File: src/rtl/rename_commit_ctrl_pkg.sv
// ----------------------------------------------------------------------------
// rename_commit_ctrl_pkg : shared types and encodings for rename_commit_ctrl
// rev 1.0
// ----------------------------------------------------------------------------
`default_nettype none

package rename_commit_ctrl_pkg;

  // Rollback port encodings, ordered {DO_REL, DO_ROLL}
  localparam logic [1:0] c_ROLLBK_REL     = 2'b10;
  localparam logic [1:0] c_ROLLBK_RESTORE = 2'b01;

  // Per-entry status; name and checkpoint id live in width-parameterised arrays beside it
  typedef struct packed {
    logic valid;
    logic done;
    logic chk;
  } rcc_entry_t;

  function automatic int rcc_tag_width(input int depth);
    return $clog2(depth);
  endfunction

endpackage

`default_nettype wire

File: src/rtl/rename_commit_ctrl_age_cmp.sv
// ----------------------------------------------------------------------------
// rcc_age_cmp : is a candidate tag in flight and younger than a reference tag
// rev 1.0
// ----------------------------------------------------------------------------
`default_nettype none

module rcc_age_cmp #(
  parameter int TAG_WIDTH = 3
) (
  input  logic [TAG_WIDTH:0]   i_head,
  input  logic [TAG_WIDTH:0]   i_tail,
  input  logic [TAG_WIDTH-1:0] i_ref_tag,
  input  logic [TAG_WIDTH-1:0] i_cand_tag,
  output logic                 o_younger
);

  logic [TAG_WIDTH:0]   w_count;
  logic [TAG_WIDTH-1:0] w_cand_age;
  logic [TAG_WIDTH-1:0] w_ref_age;

  // Ages are distances from the head, taken modulo the queue depth
  assign w_count    = i_tail - i_head;
  assign w_cand_age = i_cand_tag - i_head[TAG_WIDTH-1:0];
  assign w_ref_age  = i_ref_tag - i_head[TAG_WIDTH-1:0];

  assign o_younger = (w_cand_age > w_ref_age) && ({1'b0, w_cand_age} < w_count);

endmodule

`default_nettype wire

File: src/rtl/rename_commit_ctrl.sv
// ----------------------------------------------------------------------------
// rename_commit_ctrl : in-order commit and mispredict recovery sequencer
// rev 1.0
// ----------------------------------------------------------------------------
`default_nettype none

module rename_commit_ctrl
  import rename_commit_ctrl_pkg::*;
#(
  parameter int name_width    = 1,
  parameter int replica_width = 1,
  parameter int depth         = 8,
  parameter int tag_width     = 3
) (
  input  logic                     CLK,
  input  logic                     RST,
  input  logic                     ENQ_E,
  input  logic [name_width-1:0]    ENQ_NAME,
  input  logic                     ENQ_CHK,
  input  logic [replica_width-1:0] ENQ_CHK_ID,
  output logic                     ENQ_READY,
  output logic [tag_width-1:0]     ENQ_TAG,
  input  logic                     DONE_E_1,
  input  logic                     DONE_E_2,
  input  logic [tag_width-1:0]     DONE_TAG_1,
  input  logic [tag_width-1:0]     DONE_TAG_2,
  input  logic                     MISP_E,
  input  logic [tag_width-1:0]     MISP_TAG,
  output logic                     FE,
  output logic [name_width-1:0]    NAME_F,
  output logic                     ROLLBK_E,
  output logic                     DO_ROLL,
  output logic                     DO_REL,
  output logic [replica_width-1:0] ROLLBK_IN,
  output logic                     CHK_BLOCK,
  output logic                     EMPTY
);

  localparam int                 c_PTR_W    = tag_width + 1;
  localparam logic [tag_width:0] c_PTR_ONE  = c_PTR_W'(1);
  localparam logic [tag_width-1:0] c_LAST_IDX = tag_width'(depth - 1);

  if (tag_width != rcc_tag_width(depth)) begin : g_param_check
    $error("rename_commit_ctrl: tag_width must equal log2(depth)");
  end

  logic [tag_width:0]       r_head;
  logic [tag_width:0]       r_tail;
  rcc_entry_t               w_ent    [depth];
  logic [name_width-1:0]    w_name   [depth];
  logic [replica_width-1:0] w_chk_id [depth];
  logic [depth-1:0]         w_younger;

  logic [tag_width-1:0] w_head_idx;
  logic [tag_width-1:0] w_tail_idx;
  rcc_entry_t           w_head_ent;
  logic                 w_full;
  logic                 w_misp;
  logic                 w_commit;
  logic                 w_enq;
  logic                 w_misp_past_wrap;
  logic [tag_width:0]   w_misp_ptr;
  logic [tag_width:0]   w_new_tail;

  assign w_head_idx = r_head[tag_width-1:0];
  assign w_tail_idx = r_tail[tag_width-1:0];
  assign w_head_ent = w_ent[w_head_idx];
  assign w_full     = (w_head_idx == w_tail_idx) && (r_head[tag_width] != r_tail[tag_width]);

  // Strobes are held off while in reset so a mid-flight reset is silent to the file
  assign w_misp   = MISP_E & ~RST;
  assign w_commit = ~RST & ~MISP_E & w_head_ent.valid & w_head_ent.done;
  assign w_enq    = ENQ_E & ENQ_READY;

  assign EMPTY     = (r_head == r_tail);
  assign ENQ_TAG   = w_tail_idx;
  assign ENQ_READY = ~w_full & ~ROLLBK_E;
  assign CHK_BLOCK = ROLLBK_E;
  assign FE        = w_commit;
  assign NAME_F    = w_commit ? w_name[w_head_idx] : '0;

  always_comb begin
    ROLLBK_E  = 1'b0;
    DO_ROLL   = 1'b0;
    DO_REL    = 1'b0;
    ROLLBK_IN = '0;
    if (w_misp) begin
      ROLLBK_E          = 1'b1;
      {DO_REL, DO_ROLL} = c_ROLLBK_RESTORE;
      ROLLBK_IN         = w_chk_id[MISP_TAG];
    end else if (w_commit && w_head_ent.chk) begin
      ROLLBK_E          = 1'b1;
      {DO_REL, DO_ROLL} = c_ROLLBK_REL;
      ROLLBK_IN         = w_chk_id[w_head_idx];
    end
  end

  // A mispredicted tag past the last index (in age order) sits one lap beyond the head
  rcc_age_cmp #(.TAG_WIDTH(tag_width)) u_wrap_cmp (
    .i_head     (r_head),
    .i_tail     (r_tail),
    .i_ref_tag  (c_LAST_IDX),
    .i_cand_tag (MISP_TAG),
    .o_younger  (w_misp_past_wrap)
  );

  assign w_misp_ptr = {r_head[tag_width] ^ w_misp_past_wrap, MISP_TAG};
  assign w_new_tail = w_misp_ptr + c_PTR_ONE;

  for (genvar gi = 0; gi < depth; gi++) begin : g_entry
    localparam logic [tag_width-1:0] c_IDX = tag_width'(gi);

    rcc_entry_t               r_ent;
    logic [name_width-1:0]    r_name;
    logic [replica_width-1:0] r_chk_id;
    logic                     w_done_hit;

    assign w_done_hit = (DONE_E_1 && (DONE_TAG_1 == c_IDX)) ||
                        (DONE_E_2 && (DONE_TAG_2 == c_IDX));

    rcc_age_cmp #(.TAG_WIDTH(tag_width)) u_squash_cmp (
      .i_head     (r_head),
      .i_tail     (r_tail),
      .i_ref_tag  (MISP_TAG),
      .i_cand_tag (c_IDX),
      .o_younger  (w_younger[gi])
    );

    always_ff @(posedge CLK) begin
      if (RST) begin
        r_ent    <= '0;
        r_name   <= '0;
        r_chk_id <= '0;
      end else if (w_enq && (w_tail_idx == c_IDX)) begin
        r_ent    <= '{valid: 1'b1, done: 1'b0, chk: ENQ_CHK};
        r_name   <= ENQ_NAME;
        r_chk_id <= ENQ_CHK_ID;
      end else begin
        if (r_ent.valid && w_done_hit)
          r_ent.done <= 1'b1;
        if ((w_misp && w_younger[gi]) || (w_commit && (w_head_idx == c_IDX)))
          r_ent.valid <= 1'b0;
      end
    end

    assign w_ent[gi]    = r_ent;
    assign w_name[gi]   = r_name;
    assign w_chk_id[gi] = r_chk_id;
  end

  always_ff @(posedge CLK) begin
    if (RST) begin
      r_head <= '0;
      r_tail <= '0;
    end else begin
      if (w_commit)
        r_head <= r_head + c_PTR_ONE;
      if (w_misp)
        r_tail <= w_new_tail;
      else if (w_enq)
        r_tail <= r_tail + c_PTR_ONE;
    end
  end

endmodule

`default_nettype wire

File: config.mk
export PLATFORM = sky130hd
export DESIGN_NAME = rename_commit_ctrl
export DESIGN_NICKNAME = d
export VERILOG_FILES = /design/src/rtl/rename_commit_ctrl_pkg.sv /design/src/rtl/rename_commit_ctrl_age_cmp.sv /design/src/rtl/rename_commit_ctrl.sv
export SDC_FILE = /design/constraint.sdc
export NUM_CORES = 1
export LEC_CHECK = 0
export CAP_MARGIN = 20
export CORE_MARGIN = 8
export CORE_UTILIZATION = 30
export CTS_CLUSTER_DIAMETER = 60
export DETAILED_ROUTE_END_ITERATION = 7
export PLACE_DENSITY = 0.51
export SLEW_MARGIN = 30
export SYNTH_ARGS = -nofsm -noshare
export SYNTH_HDL_FRONTEND = slang
export SYNTH_SLANG_ARGS = --single-unit
File: constraint.sdc
create_clock -name CLK -period 3.1 [get_ports CLK]
set_clock_uncertainty 0.05 [all_clocks]
set_input_delay 0.62 -clock CLK [delete_from_list [all_inputs] [get_ports CLK]]
set_output_delay 0.62 -clock CLK [all_outputs]
set_load 0.1 [all_outputs]
==> impl_metrics.ini <==
[route]
drtAntennaViolNets = 0
via_count = 2969
met1_length_mm = 4.70
drc_errors_left = 0
wire_per_inst_um = 17.6
detail_route.iter0.violations = 131
met2WireLength_mm = 4.75
via_per_instance_ratio = 5.16
routed-wl-met3_um = 533
wirelength_mm = 10.1
drt_first_pass_iters = 4
highest_signal_layer_in_the_routed_design = met4

[worst_setup_path]
timing.critical_path.arrival_ns = 3.13
critical-path-max-stage-delay_ns = 0.53
timing.critical_path.required_ns = 3.27
setup.worst_path.end_class = flip-flop
path_buf_inv = 5
critical_path_peak_fanout = 3
critical_path_class = primary input to flip-flop
timing.critical_path.slowest_stage_cell = fa_2
cp_cell_sequence = dlygate4sd2_1, inv_2, ha_2, inv_1, fa_2, inv_1, ha_1, buf_4, nor2_1, o22a_1, maj3_1, o211ai_1, a31oi_1, nor2_1
timing.critical_path.from_type = primary input
critical-path-top-delay-family = adder cells

[synth]
synth-edff-count = 0
post_synth_most_frequent_cells = dfxtp_1, nor2_1, ha_1, mux2i_1, a21oi_1
yosys.cell_types.count = 53
ys.flop_type = dfxtp_1
post_synth_inst_count = 385
cell_with_the_most_instances_after_synthesis = dfxtp_1
synth.cell_area_um2 = 3530
synth-seq-area-share_pct = 27.3
synth_largest_area_cell = dfxtp_1
post_synth_main_area_contributors = dfxtp_1, ha_1, mux2i_1
avgSynthCellArea_um2 = 9.16
yosys_warnings = 0
synth.ff_latch_count = 48
async_sr_flop_fraction_pct = 0
synth_nets = 442
synth.top_cell.area_share_pct = 27.3

[die]
ioPinCount = 30
core_area_um2 = 11500
die_height_um = 124
fp.dieW_um = 124
design.die.area_um2 = 15500
placement_rows = 39
start_util_pct = 30.7

[timing]
setup_viol = 0
worst_slew_margin_rel_pct = 52.4
final.period_utilization_pct = 95.3
rsz_0062_raised_after_global_routing = true
layout_min_cycle_time_ns = 2.95
worst_slack_on_hold_paths_ns = 0.442
report.final.hold_viol_count = 0
drv_slew = 0
fmax_ghz = 0.338
max_slew.worst_pin.slew_ns = 0.708

[global_routing]
overflow = 0
pin_count_of_the_biggest_net_entering_global_routing = 51
globalRouteTotalUtil_pct = 13.3
initial_antenna_violation_count = 0
first_global_vias = 3050
grt_pass1_wl_mm = 16.8

[placement]
placedInstanceArea_um2 = 4210
gp_weighted_congestion = 0.871
dpl.cell_count = 567
numPortBuffers = 29
half_perimeter_wire_length_after_detailed_placement_mm = 7.54

[layout]
layout.nets = 488
area.sequential_um2 = 963
fill_cells = 1139
final_area_um2 = 4420
layout-drive-gt1-share_pct = 20.6
multiInputGateArea_um2 = 2390
antenna-diode-count = 0
syn_to_final_growth_pct = 25.3
instances_no_fill = 575

[clocking]
path_clk_slew_ns = 0.07
clock_sinks = 48
cts_hold_buf = 0
worst_skew_pair.late_latency_ns = 0.29
h_tree_levels = 2
clock-root-buffer = clkbuf_16
clock_tree_from_tritoncts = yes
cts_inserted_buffers = 5
cts-root-to-sink-buffers = 2

[pwr]
peakVddDrop_v = 0.000325
overall_power_of_the_completed_layout_mw = 1.79
static-leakage-power_nw = 1.63
powerDensity_nw_per_um2 = 405

[worst_hold_path]
min-delay-path-class = flip-flop to flip-flop

[run]
cap_violations = 0

[run_status]
run_status = completed
final timing paths:
kind / from / end / slack (ns) / cells after the start
setup / recovery: MISP_TAG[0] / g_entry[1].r_ent[2] / 0.15 / 14
hold / removal: g_entry[3].r_ent[0] / g_entry[3].r_ent[0] / 0.44 / 2
setup reg to reg: r_head[1] / r_tail[3] / 0.29 / 10
hold reg to reg: g_entry[3].r_ent[0] / g_entry[3].r_ent[0] / 0.44 / 2
area by class of cell:
cell class | count | area share, %
timing repair buffer | 60 | 13.7
clock buffer | 5 | 2.83
sequential | 48 | 21.8
inverter | 22 | 1.87
tap | 143 | 4.05
clock inverter | 3 | 1.56
multi-input combinational | 294 | 54.1
layer usage:
layer	GRT usage (%)	vias to the layer above
met5	0	-
met1	17.9	1432
met3	2.38	9
met2	21.2	60
li1	-	1468
met4	3.40	0
metrics by stage:
| stage | TNS, ns | setup slack, ns | util (%) |
|---|---|---|---|
| finish | 0 | 0.145 | 38.5 |
| global route | -0.0673 | -0.0320 | 38.5 |
| CTS | 0 | 0.0548 | 38.5 |
| detailed placement | -2.73 | -0.388 | 36.7 |
| global placement | -2.23 | -0.300 | 36.7 |
| floorplan | -0.417 | -0.302 | - |
power by group:
part           switching [mW]  internal, mW
Clock                   0.254         0.466
Combinational           0.259         0.157
Sequential             0.0192         0.634
Total                   0.532          1.26
registers in the layout (all words and copies together) (netlist names):
register	flops
g_entry.r_chk_id	8
g_entry.r_ent	24
g_entry.r_name	8
r_head	4
r_tail	4
worst min-delay path, delay by kind of cell, from the launching register on:
kind	cells	cell delay (ns)
flip-flops	1	0.32
multiplexers	1	0.07
AND/OR/NAND/NOR	1	0.07
kinds of logic (layout without fill, tap and decap cells):
group	count (synthesis)	after routing	synth area share [%]
mux	36	36	13.4
flops	48	48	27.3
fa+ha+maj	44	44	15.7
buf+inv	43	90	5.68
compound gates	79	79	14.5
xor+xnor	12	12	3.19
simple gates	123	123	20.3
layout by cell type, fill, tap and decap left out, types with 10 or more instances in the layout:
cell type        instances
nor2_1                  42
nand2b_1                10
ha_1                    36
a21oi_1                 25
mux2i_1                 27
inv_1                   18
o21ai_0                 10
nand2_1                 24
dfxtp_1                 46
nor3_1                  12
buf_4                   33
clkdlybuf4s50_1         15
repair_timing:
action / 4_1_cts / 5_1_grt
setup buffers: 0 / 0
resized for setup: 6 / 5
setup endpoints to repair: 7 / 8
pin swaps: 8 / 4
Note: power is estimated with default switching activity, not from simulation.
